**src/rtl/reduce_frame_module_pkg.sv**
```systemverilog
// Shared types and helpers for the frame reducer.
// Operator encoding, FSM states and the bit-combine function.
package reduce_pkg;

    typedef enum logic [1:0] {
        MODE_OR   = 2'b00,
        MODE_AND  = 2'b01,
        MODE_XOR  = 2'b10,
        MODE_RSVD = 2'b11
    } mode_t;

    typedef enum logic [1:0] {
        S_IDLE  = 2'b00,
        S_ACCUM = 2'b01,
        S_HOLD  = 2'b10
    } state_t;

    // Combine two bits with the frame operator; the reserved code acts as OR.
    function automatic logic apply_op(mode_t m, logic a, logic b);
        logic v;
        case (m)
            MODE_AND: v = a & b;
            MODE_XOR: v = a ^ b;
            default:  v = a | b;
        endcase
        return v;
    endfunction

endpackage

```
**src/rtl/reduce_frame_module_if.sv**
```systemverilog
// Beat-in / flag-out handshake bundle for the frame reducer.
// master drives beats and consumes results; slave is the reducer.
interface reduce_frame_module_if #(
    parameter int WIDTH_I = 4,
    parameter int CNT_W   = 3
);
    logic [1:0]         mode_i;
    logic               clear_i;
    logic               in_valid;
    logic               in_ready;
    logic [WIDTH_I-1:0] in;
    logic               out_valid;
    logic               out_ready;
    logic               out;
    logic [CNT_W-1:0]   beat_cnt;

    modport master (
        output mode_i,
        output clear_i,
        output in_valid,
        output in,
        output out_ready,
        input  in_ready,
        input  out_valid,
        input  out,
        input  beat_cnt
    );

    modport slave (
        input  mode_i,
        input  clear_i,
        input  in_valid,
        input  in,
        input  out_ready,
        output in_ready,
        output out_valid,
        output out,
        output beat_cnt
    );
endinterface

```
**src/rtl/reduce_frame_module_op_comb.sv**
```systemverilog
// Per-beat vector reduction with a selectable operator.
// Generalises the plain OR reducer to OR/AND/XOR.
module reduce_op_comb
    import reduce_pkg::*;
#(
    parameter int WIDTH_I = 4
) (
    input  logic [WIDTH_I-1:0] i_in,
    input  mode_t              i_mode,
    output logic               o_r
);

    // Reduce the whole beat to one bit; reserved code falls back to OR.
    always_comb begin
        o_r = |i_in;
        case (i_mode)
            MODE_AND: o_r = &i_in;
            MODE_XOR: o_r = ^i_in;
            default:  o_r = |i_in;
        endcase
    end

endmodule

```
**src/rtl/reduce_frame_module.sv**
```systemverilog
// Frame reducer: folds FRAME_LEN reduced beats into one result bit.
// Valid/ready on both sides; one frame in flight at a time.
module reduce_frame_module
    import reduce_pkg::*;
#(
    parameter  int WIDTH_I   = 4,
    parameter  int FRAME_LEN = 4,
    localparam int CNT_W     = $clog2(FRAME_LEN + 1)
) (
    input  logic                  clk,
    input  logic                  rst,
    reduce_frame_module_if.slave  bus
);

    state_t           r_state;
    mode_t            r_op;
    logic             r_acc;
    logic [CNT_W-1:0] r_cnt;
    logic             r_out;
    logic             r_out_valid;

    state_t           w_state_nxt;
    mode_t            w_op_nxt;
    logic             w_acc_nxt;
    logic [CNT_W-1:0] w_cnt_nxt;
    logic             w_out_nxt;
    logic             w_out_valid_nxt;

    mode_t            w_mode_in;
    mode_t            w_op_sel;
    logic             w_in_ready;
    logic             w_accept;
    logic             w_r;
    logic             w_fold;
    logic             w_last;

    assign w_mode_in  = mode_t'(bus.mode_i);
    // A new frame takes the live mode; an open frame keeps its latched op.
    assign w_op_sel   = (r_state == S_IDLE) ? w_mode_in : r_op;
    assign w_in_ready = (r_state != S_HOLD);
    assign w_accept   = bus.in_valid && w_in_ready;
    assign w_fold     = apply_op(r_op, r_acc, w_r);
    assign w_last     = (r_cnt == CNT_W'(FRAME_LEN - 1));

    reduce_op_comb #(
        .WIDTH_I (WIDTH_I)
    ) u_op (
        .i_in   (bus.in),
        .i_mode (w_op_sel),
        .o_r    (w_r)
    );

    // Next-state and datapath update; clear_i outranks the handshake.
    always_comb begin
        w_state_nxt     = r_state;
        w_op_nxt        = r_op;
        w_acc_nxt       = r_acc;
        w_cnt_nxt       = r_cnt;
        w_out_nxt       = r_out;
        w_out_valid_nxt = r_out_valid;

        if (bus.clear_i) begin
            w_state_nxt     = S_IDLE;
            w_acc_nxt       = 1'b0;
            w_cnt_nxt       = '0;
            w_out_valid_nxt = 1'b0;
        end else begin
            case (r_state)
                S_IDLE: begin
                    if (w_accept) begin
                        w_op_nxt  = w_mode_in;
                        w_acc_nxt = w_r;
                        w_cnt_nxt = CNT_W'(1);
                        if (FRAME_LEN == 1) begin
                            w_out_nxt       = w_r;
                            w_out_valid_nxt = 1'b1;
                            w_state_nxt     = S_HOLD;
                        end else begin
                            w_state_nxt = S_ACCUM;
                        end
                    end
                end
                S_ACCUM: begin
                    if (w_accept) begin
                        w_acc_nxt = w_fold;
                        w_cnt_nxt = r_cnt + CNT_W'(1);
                        if (w_last) begin
                            w_out_nxt       = w_fold;
                            w_out_valid_nxt = 1'b1;
                            w_state_nxt     = S_HOLD;
                        end
                    end
                end
                S_HOLD: begin
                    if (bus.out_ready) begin
                        w_out_valid_nxt = 1'b0;
                        w_cnt_nxt       = '0;
                        w_state_nxt     = S_IDLE;
                    end
                end
                default: begin
                    w_state_nxt     = S_IDLE;
                    w_acc_nxt       = 1'b0;
                    w_cnt_nxt       = '0;
                    w_out_valid_nxt = 1'b0;
                end
            endcase
        end
    end

    // State, op latch, accumulator, counter and result registers.
    always_ff @(posedge clk or posedge rst) begin
        if (rst) begin
            r_state     <= S_IDLE;
            r_op        <= MODE_OR;
            r_acc       <= 1'b0;
            r_cnt       <= '0;
            r_out       <= 1'b0;
            r_out_valid <= 1'b0;
        end else begin
            r_state     <= w_state_nxt;
            r_op        <= w_op_nxt;
            r_acc       <= w_acc_nxt;
            r_cnt       <= w_cnt_nxt;
            r_out       <= w_out_nxt;
            r_out_valid <= w_out_valid_nxt;
        end
    end

    assign bus.in_ready  = w_in_ready;
    assign bus.out_valid = r_out_valid;
    assign bus.out       = r_out;
    assign bus.beat_cnt  = r_cnt;

endmodule

```
**src/flat_wrapper.sv**
```systemverilog
// flat-port wrapper written by rule: the top's interface ports become plain ports
module reduce_frame_module_flat import reduce_pkg::*;
#(
    parameter  int WIDTH_I   = 4,
    parameter  int FRAME_LEN = 4,
    localparam int CNT_W     = $clog2(FRAME_LEN + 1)
)
  (clk, rst, bus_mode_i, bus_clear_i, bus_in_valid, bus_in, bus_out_ready, bus_in_ready, bus_out_valid, bus_out, bus_beat_cnt);
  reduce_frame_module_if #(.WIDTH_I(WIDTH_I), .CNT_W(3)) bus_i ();
  input  logic clk;
  input  logic rst;
  input wire logic [$bits(bus_i.mode_i)-1:0] bus_mode_i;
  input wire logic [$bits(bus_i.clear_i)-1:0] bus_clear_i;
  input wire logic [$bits(bus_i.in_valid)-1:0] bus_in_valid;
  input wire logic [$bits(bus_i.in)-1:0] bus_in;
  input wire logic [$bits(bus_i.out_ready)-1:0] bus_out_ready;
  output wire logic [$bits(bus_i.in_ready)-1:0] bus_in_ready;
  output wire logic [$bits(bus_i.out_valid)-1:0] bus_out_valid;
  output wire logic [$bits(bus_i.out)-1:0] bus_out;
  output wire logic [$bits(bus_i.beat_cnt)-1:0] bus_beat_cnt;
  assign bus_i.mode_i = bus_mode_i;
  assign bus_i.clear_i = bus_clear_i;
  assign bus_i.in_valid = bus_in_valid;
  assign bus_i.in = bus_in;
  assign bus_i.out_ready = bus_out_ready;
  assign bus_in_ready = bus_i.in_ready;
  assign bus_out_valid = bus_i.out_valid;
  assign bus_out = bus_i.out;
  assign bus_beat_cnt = bus_i.beat_cnt;
  reduce_frame_module #(.WIDTH_I(WIDTH_I), .FRAME_LEN(FRAME_LEN)) u_core (.clk(clk), .rst(rst), .bus(bus_i));
endmodule
```
**config.mk**
```make
export PLATFORM = sky130hd
export DESIGN_NAME = reduce_frame_module_flat
export DESIGN_NICKNAME = d
export VERILOG_FILES = /design/src/rtl/reduce_frame_module_pkg.sv /design/src/rtl/reduce_frame_module_if.sv /design/src/rtl/reduce_frame_module_op_comb.sv /design/src/rtl/reduce_frame_module.sv /design/src/flat_wrapper.sv
export SDC_FILE = /design/constraint.sdc
export NUM_CORES = 1
export LEC_CHECK = 0
export ABC_CLOCK_PERIOD_IN_PS = 3500
export BUFFER_PORTS_ARGS = -buffer_cell sky130_fd_sc_hd__buf_2
export CAP_MARGIN = 10
export CORE_UTILIZATION = 40
export DETAILED_ROUTE_END_ITERATION = 7
export PLACE_DENSITY = 0.66
export RECOVER_POWER = 50
export REMOVE_ABC_BUFFERS = 1
export SLEW_MARGIN = 0
export SYNTH_ARGS = -nofsm -noshare
export SYNTH_HDL_FRONTEND = slang
export SYNTH_HIERARCHICAL = 1
export SYNTH_SLANG_ARGS = --single-unit
```
**constraint.sdc**
```tcl
create_clock -name clk -period 3.5 [get_ports clk]
set_clock_uncertainty 0.1 [all_clocks]
set_input_delay 0.7 -clock clk [delete_from_list [all_inputs] [get_ports clk]]
set_output_delay 0.7 -clock clk [all_outputs]
set_load 0.03 [all_outputs]
```
==> results of run 1 <==
worst register-to-register path: stages, from the launching register on:
cell and delay, ns:
dfrtp_1 0.38, nor2_1 0.23, nand2_1 0.08, o21ai_0 0.11, inv_1 0.08, ha_1 0.33, nand4b_1 0.20, o311ai_2 0.11
inv_1 0.09, ha_1 0.29, a221oi_2 0.30, a211oi_1 0.08, o41a_1 0.36
per-stage QoR:
stage / cell area, um2 / util / hold WS, ns / std cells
2_1_floorplan: 762.0 / - / 0.4402 / 81
3_3_place_gp: 888.4 / 0.5035 / 0.3801 / 124
3_5_place_dp: 888.4 / 0.5035 / 0.3935 / 124
4_1_cts: 910.9 / 0.5163 / 0.3024 / 127
5_1_grt: 903.4 / 0.5121 / 0.3268 / 127
6_report: 903.4 / 0.5121 / 0.3042 / 127
cells by family (layout without fill, tap and decap cells):
family,Yosys count,count (layout),share of synthesized area
AOI/OAI and AO/OA,22,22,0.2126
xor gates and xnor gates,1,1,0.01127
adders and majority gates,12,12,0.1932
buffers and inverters,18,37,0.09662
DFF,10,10,0.3221
muxes,1,1,0.01449
and+or+nand+nor,19,19,0.1498
registers in the layout, summed over array words and instances (netlist names):
| register | cells |
|---|---|
| u_core/bus.out_valid | 1 |
| u_core/r_acc | 1 |
| u_core/r_op | 2 |
| u_core/r_state | 2 |
| u_core/bus.beat_cnt | 3 |
| u_core/bus.out | 1 |
synth_stat cells:
library cell / number / area, um2
or3b_4: 1 / 11.26
xnor2_1: 1 / 8.760
clkbuf_1: 1 / 3.750
and4bb_2: 1 / 12.51
o311ai_2: 1 / 16.27
a22o_1: 2 / 17.52
mux2_1: 1 / 11.26
a221oi_2: 1 / 15.01
nand2_1: 7 / 26.28
nor2_1: 3 / 11.26
a21oi_1: 6 / 30.03
nand2b_1: 2 / 12.51
o21bai_1: 2 / 15.01
a21oi_2: 1 / 8.760
o41a_1: 1 / 11.26
o21ai_0: 5 / 25.02
and3_1: 1 / 6.260
or2_2: 1 / 6.260
dfrtp_1: 10 / 250.2
a21bo_2: 1 / 10.01
a211oi_1: 1 / 7.510
nor4b_2: 1 / 15.01
or3_1: 1 / 6.260
nand4b_1: 1 / 8.760
ha_1: 12 / 150.1
inv_1: 16 / 60.06
a2111oi_0: 1 / 8.760
buf_6: 1 / 11.26
final timing paths:
kind | slack [ns] | end | cells past startpoint | startpoint
worst max-delay path | 0.65 | u_core/r_acc$_DFFE_PP0P_ | 12 | u_core/r_state[1]$_DFFE_PP0P_
worst min register to register | 0.40 | u_core/bus.out$_DFFE_PP0P_ | 1 | u_core/bus.out$_DFFE_PP0P_
worst min-delay path | 0.30 | u_core/r_acc$_DFFE_PP0P_ | 2 | rst
worst max register to register | 0.65 | u_core/r_acc$_DFFE_PP0P_ | 12 | u_core/r_state[1]$_DFFE_PP0P_
max in group asynchronous | 2.72 | u_core/r_op[1]$_DFFE_PP0P_ | 2 | rst
min in group clk | 0.40 | u_core/bus.out$_DFFE_PP0P_ | 1 | u_core/bus.out$_DFFE_PP0P_
power by group through the flow:
stage / sequential [mW] / clock (mW) / combinational [mW]
after floorplan: 0.135 / 0 / 0.0665
after global placement: 0.131 / 0 / 0.0938
after detailed placement: 0.132 / 0 / 0.0962
after CTS: 0.129 / 0.0787 / 0.0969
after global routing: 0.131 / 0.0806 / 0.112
final: 0.129 / 0.0734 / 0.0948
metal layers:
metal  track usage  vias to the layer above
met1        0.2279                      278
met3       0.07059                        2
li1              -                      323
met5             0                        -
met2        0.2254                       10
met4       0.03529                        0
cell type report:
| class | count | area [um2] |
|---|---|---|
| Fill cell | 175 | 860.8 |
| Timing Repair Buffer | 18 | 93.84 |
| Multi-Input combinational cell | 55 | 445.4 |
| Inverter | 16 | 60.06 |
| Tap cell | 25 | 31.28 |
| Sequential cell | 10 | 250.2 |
| Clock buffer | 3 | 22.52 |
==> out/qor.yml, run 1 <==
status: "completed"
synthCells: 83
period_share: 0.8147
dp_hpwl_mm: 1.102
synth_seq_cells: 10
period_needed_ns: 2.851
p_leak_nw: 0.4810
synthesis.area_um2: 777.0
dpl_worst_slack_ns: 0.4760
start_util: 0.4404
cts_tree: "done"
ir_drop_mv: 0.2053
topRoutingLayerUsed: "met4"
routedLengthMet1_um: 718
critPathMaxFanout: 4
final_common_cell: "inv_1"
routabilityCongestion: 0.7210
rsz0062_at_grt: "no"
power.net_switching_mw: 0.09235
first_pass_iters: 4
grt_max_degree: 13
slew_viol_final: 0
first_iter_violations: 5
cts_made_buffers: 3
root_buffer: "clkbuf_4"
wl_met2_um: 573
cp.required_ns: 3.54
finalSetupTns_ns: 0
worst_slack_ns: 0.6486
cts_resized: 0
relSlewSlack: 0.5862
rows: 15
yosysWarningCount: 6
drive_gt1_frac: 0.2647
hp-class: "in2async"
die_width_um: 46.08
grt_pass1_vias: 570
power_mw: 0.2976
postCtsSetupRepairBufs: 0
seq_power_share: 0.435
worstSetupEndpointType: "register"
setup-violations-final: 0
antenna_found_initial: 0
worstPathCellList: "nor2_1 > nand2_1 > o21ai_0 > inv_1 > ha_1 > nand4b_1 > o311ai_2 > inv_1 > ha_1 > a221oi_2 > a211oi_1 > o41a_1"
max_cap_viol_count: 0
internal-power_mw: 0.2052
powerDensity_nw_per_um2: 329.4
diodes: 0
viasPerCell: 4.827
wl_per_cell_um: 10.66
coreArea_um2: 1764
synthToLayoutAreaGrowth_pct: 16.26
max_freq_mhz: 350.7
worst_setup_path_start_kind: "register"
io_pins: 17
track_usage: 0.1611
cts.clk_slew.worst_paths_ns: 0.06
vias: 613
cp_num_buf_inv: 2
sw_frac_of_total: 0.3104
die_h_um: 46.08
die_area_um2: 2123
ant_nets: 0
cp.arrival_ns: 2.89
hold_buffers: 0
post-route-drc-count: 0
slowest_delay_ns: 0.38
crit_path_top_delay_cell: "dfrtp_1"
cts_buffer_depth: 2
final_cell_mix: "inv_1, buf_2, ha_1"
grt_pass1_wl_mm: 2.380
yosysSeqAreaShare: 0.3221
critical_path_class: "reg2reg"
combinationalPowerShare: 0.319
grt_overflow: 0
worst_slew_pin_slew_ns: 0.6121
final_hold_viol_count: 0
wl_met3_um: 56
avgSynthCellArea_um2: 9.361
cts-htree-levels: 1
clock_sinks: 10
clk-insertion-delay-late_ns: 0.26
drt_wl_total_mm: 1.354
power_frac_clock: 0.247
nets: 127
synth_cell_types: 28
critPathTopFamily: "compound AO/OA/AOI/OAI gates"
port_buffers: 16
Note: power is estimated with default switching activity, not from simulation.
==> run 2, diff against run 1 <==
ABC_CLOCK_PERIOD_IN_PS = 2600   (was 3500)
PLACE_DENSITY = 0.68   (was 0.66)
clock period = 2.6 ns   (was 3.5 ns; I/O delays follow)
==> out/qor.yml, run 2 (synthesis gave the netlist of run 1 again) <==
crit_path_top_delay_cell: "dfrtp_1"
grt_overflow: 0
antenna_found_initial: 0
clk-insertion-delay-late_ns: 0.26
vias: 680
dp_hpwl_mm: 1.253
timing.hold.ws_ns: 0.1180
largest_reg_flops: 3
viasPerCell: 4.755
p_leak_nw: 0.5780
power_mw: 0.5510
ir_drop_mv: 0.3691
cts.clk_slew.worst_paths_ns: 0.07
cts-htree-levels: 1
drt_wl_total_mm: 1.697
die_area_um2: 2123
final_hold_viol_count: 0
fillers: 166
cp_num_buf_inv: 2
relSlewSlack: 0.7461
sw_frac_of_total: 0.3086
cts_buffer_depth: 2
hp-class: "in2async"
worstSetupEndpointType: "register"
powerDensity_nw_per_um2: 490.4
status: "completed"
track_usage: 0.1976
grt_pass1_vias: 720
max_cap_viol_count: 0
root_buffer: "clkbuf_4"
die_width_um: 46.08
cp.required_ns: 2.64
power_frac_clock: 0.253
port_buffers: 16
worstRegToRegCells: 12
regToRegStartpoint: "u_core/r_state[0]$_DFFE_PP0P_"
drive_gt1_frac: 0.4746
ant_nets: 0
cts_made_buffers: 3
cp.depth: 12
wl_per_cell_um: 11.87
final_area_um2: 1124
slowest_delay_ns: 0.42
nets: 142
rows: 15
worst_slew_pin_slew_ns: 0.3712
crit_start: "u_core/r_state[0]$_DFFE_PP0P_"
seq_power_share: 0.318
io_pins: 17
grt_max_degree: 13
routabilityCongestion: 0.7408
diodes: 0
clock_sinks: 10
grt_pass1_wl_mm: 2.960
worstPathCellList: "nor2_4 > nand2_2 > o21ai_4 > inv_2 > ha_4 > a21bo_4 > o311ai_2 > inv_2 > ha_4 > a221oi_4 > a21oi_1 > mux2_4"
cts_tree: "done"
first_iter_violations: 5
cp.arrival_ns: 2.61
critPathMaxFanout: 4
combinationalPowerShare: 0.429
final_common_cell: "buf_2"
rsz0062_at_grt: "yes"
internal-power_mw: 0.3809
period_needed_ns: 2.566
place_area_um2: 963.4
period_share: 0.9869
final_cell_mix: "buf_2, buf_4, inv_1"
setup-violations-final: 0
slew_viol_final: 0
first_pass_iters: 4
max_freq_mhz: 389.7
coreArea_um2: 1764
worst_setup_path_start_kind: "register"
die_h_um: 46.08
post-route-drc-count: 0
critPathTopFamily: "compound AO/OA/AOI/OAI gates"
critical_path_class: "reg2reg"
start_util: 0.4404
synthToLayoutAreaGrowth_pct: 44.61
power.net_switching_mw: 0.1700
## run 2: worst reg2reg max path, delay by kind of cell, from the launching register on
family	cells	cell delay (ns)
flops	1	0.42
compound gates	5	0.75
simple gates	2	0.24
mux	1	0.27
buf+inv	2	0.16
fa+ha+maj	2	0.50
## run 2: metal layers
layer | vias up | wire length [um] | track usage
li1 | 351 | - | -
met1 | 320 | 817 | 0.2610
met2 | 7 | 827 | 0.3127
met3 | 2 | 38 | 0.03529
met4 | 0 | 13 | 0.08824
met5 | - | 0 | 0
## run 2: repair_timing
item | CTS | global route
setup endpoints to repair | 2 | 2
endpoints found under the hold margin | 0 | 0
pin swaps | 6 | 7
hold buffers | 0 | 0
setup buffers | 7 | 0
gates resized for setup | 12 | 7
## run 2: power by group through the flow
stage | Clock [mW] | Sequential [mW] | Combinational, mW
6_report | 0.139 | 0.175 | 0.236
5_1_grt | 0.151 | 0.177 | 0.262
4_1_cts | 0.144 | 0.175 | 0.211
3_5_place_dp | 0 | 0.177 | 0.157
3_3_place_gp | 0 | 0.177 | 0.154
2_1_floorplan | 0 | 0.182 | 0.0895
## run 2: area by class of cell
type | instances | area [um2] | share of cell area
multi-input combinational | 55 | 530.5 | 0.4722
timing repair buffer | 33 | 215.2 | 0.1915
tap | 25 | 31.28 | 0.02784
sequential | 10 | 250.2 | 0.2227
inverter | 16 | 60.06 | 0.05345
clock buffer | 4 | 36.28 | 0.03229
## run 2: path summary, 6_finish.rpt
check                                                          end  slack (ns)
worst min register to register          u_core/bus.out$_DFFE_PP0P_        0.41
min in group clk                        u_core/bus.out$_DFFE_PP0P_        0.41
worst max register to register          u_core/bus.out$_DFFE_PP0P_        0.03
worst max-delay path                    u_core/bus.out$_DFFE_PP0P_        0.03
worst min-delay path            u_core/bus.beat_cnt[1]$_DFFE_PP0P_        0.12
max in group asynchronous            u_core/r_state[1]$_DFFE_PP0P_        2.00
## run 2: metrics by stage
step	instances	utilization	setup WS, ns	TNS (ns)
final	143	0.6369	0.03412	0
after global routing	143	0.6369	-0.07362	-0.1399
after CTS	145	0.6234	-0.04691	-0.05907
after detailed placement	134	0.5461	-0.2624	-0.4427
after global placement	134	0.5461	-0.1728	-0.2690
after floorplan	81	-	-0.1702	-0.2313
==> run 3, diff against run 2 <==
CTS_BUF_LIST = sky130_fd_sc_hd__clkbuf_4 sky130_fd_sc_hd__clkbuf_8 sky130_fd_sc_hd__clkbuf_16   (was default)
REMOVE_ABC_BUFFERS = default   (was 1)
==> out/qor.yml, run 3 (synthesis gave the netlist of run 1 again) <==
ir_drop_mv: 0.4386
first_pass_iters: 4
largest_reg_flops: 3
period_needed_ns: 2.583
max_freq_mhz: 387.2
slew_viol_final: 0
power.net_switching_mw: 0.1552
cts-htree-levels: 1
drt_wl_total_mm: 1.456
seq_area_um2: 250.2
hp-class: "in2async"
p_leak_nw: 0.5160
diodes: 0
fin_cells: 132
wl_per_cell_um: 11.03
clk-insertion-delay-late_ns: 0.26
grt_overflow: 0
max_cap_viol_count: 0
critical_path_class: "reg2reg"
sw_frac_of_total: 0.3108
rsz0062_at_grt: "yes"
final_cell_mix: "buf_2, inv_1, ha_1, dfrtp_1, nand2_1"
antenna_found_initial: 0
viasPerCell: 4.871
die_area_um2: 2123
regToRegStartpoint: "u_core/r_state[0]$_DFFE_PP0P_"
rows: 15
period_share: 0.9934
fillers: 159
final_hold_viol_count: 0
drive_gt1_frac: 0.3925
clock_sinks: 10
setup-violations-final: 0
wl_met3_um: 61
nets: 131
grt_pass1_wl_mm: 2.484
grt_pass1_vias: 595
port_buffers: 16
vias: 643
combinationalPowerShare: 0.374
timing.hold.ws_ns: 0.1172
synthToLayoutAreaGrowth_pct: 30.11
crit_start: "u_core/r_state[0]$_DFFE_PP0P_"
cts_made_buffers: 3
coreArea_um2: 1764
routedLengthMet1_um: 698
hold_buffers: 0
multi_input_area_um2: 508.0
seq_power_share: 0.350
wl_met2_um: 684
final_common_cell: "buf_2"
cp.required_ns: 2.64
root_buffer: "clkbuf_4"
dp_hpwl_mm: 1.118
die_width_um: 46.08
grt_max_degree: 13
cp.arrival_ns: 2.63
io_pins: 17
routabilityCongestion: 0.7440
status: "completed"
worst_setup_path_start_kind: "register"
power_mw: 0.4993
powerDensity_nw_per_um2: 493.9
cts_tree: "done"
cts.clk_slew.worst_paths_ns: 0.07
start_util: 0.4404
critPathMaxFanout: 4
ant_nets: 0
cts_buffer_depth: 2
post-route-drc-count: 0
worstSetupEndpointType: "register"
worst_slew_pin_slew_ns: 0.4811
die_h_um: 46.08
placedCellCount: 127
relSlewSlack: 0.6710
power_frac_clock: 0.276
topRoutingLayerUsed: "met4"
first_iter_violations: 10
internal-power_mw: 0.3441
synth_nets: 106
track_usage: 0.1702
## run 3: path summary, 6_finish.rpt
kind / end / slack [ns] / depth (start not counted)
hold / removal: u_core/r_state[1]$_DFFE_PP0P_ / 0.12 / 2
max in group asynchronous: u_core/bus.beat_cnt[2]$_DFFE_PP0P_ / 2.01 / 2
hold reg to reg: u_core/bus.out$_DFFE_PP0P_ / 0.41 / 1
setup / recovery: u_core/r_acc$_DFFE_PP0P_ / 0.02 / 12
setup reg to reg: u_core/r_acc$_DFFE_PP0P_ / 0.02 / 12
min in group clk: u_core/r_op[0]$_DFFE_PP0P_ / 0.39 / 3
## run 3: repair_timing
action | in CTS | in global routing
buffers inserted | 1 | 0
cloned | 0 | 0
setup endpoints to repair | 2 | 2
gates resized for setup | 3 | 4
pin swaps | 6 | 5
## run 3: power groups by stage
stage | logic (mW) | registers (mW) | clock network (mW)
floorplan | 0.0998 | 0.180 | 0
global placement | 0.145 | 0.177 | 0
detailed placement | 0.149 | 0.178 | 0
CTS | 0.161 | 0.175 | 0.143
global route | 0.207 | 0.176 | 0.150
finish | 0.187 | 0.175 | 0.138
## run 3: stage by stage
step	utilization	area (um2)	setup WS (ns)	setup TNS (ns)
6_report	0.5731	1011	0.01724	0
5_1_grt	0.5731	1011	-0.09908	-0.1895
4_1_cts	0.5617	991.0	-0.008770	-0.008770
3_5_place_dp	0.5277	930.9	-0.1174	-0.2024
3_3_place_gp	0.5277	930.9	-0.08085	-0.1331
2_1_floorplan	-	807.0	-0.03892	-0.03892
## run 3: layout make-up
class,instances,area share
timing repair buffer,22,0.1238
clock buffer,4,0.03589
sequential,10,0.2475
inverter,16,0.05941
multi-input combinational,55,0.5025
tap,25,0.03094
## run 3: per-layer routing
metal,global-route usage,vias up
li1,-,331
met4,0.05294,0
met3,0.05882,2
met5,0,-
met2,0.2676,10
met1,0.2187,300
## run 3: worst max-delay path: stages, from the launching register on
cell,delay [ns]
dfrtp_1,0.41
nor2_4,0.17
nand2_1,0.08
o21ai_2,0.08
inv_2,0.06
ha_4,0.27
a21bo_2,0.22
o311ai_2,0.08
inv_2,0.10
ha_4,0.26
a221oi_4,0.28
a211oi_2,0.06
o41a_1,0.31
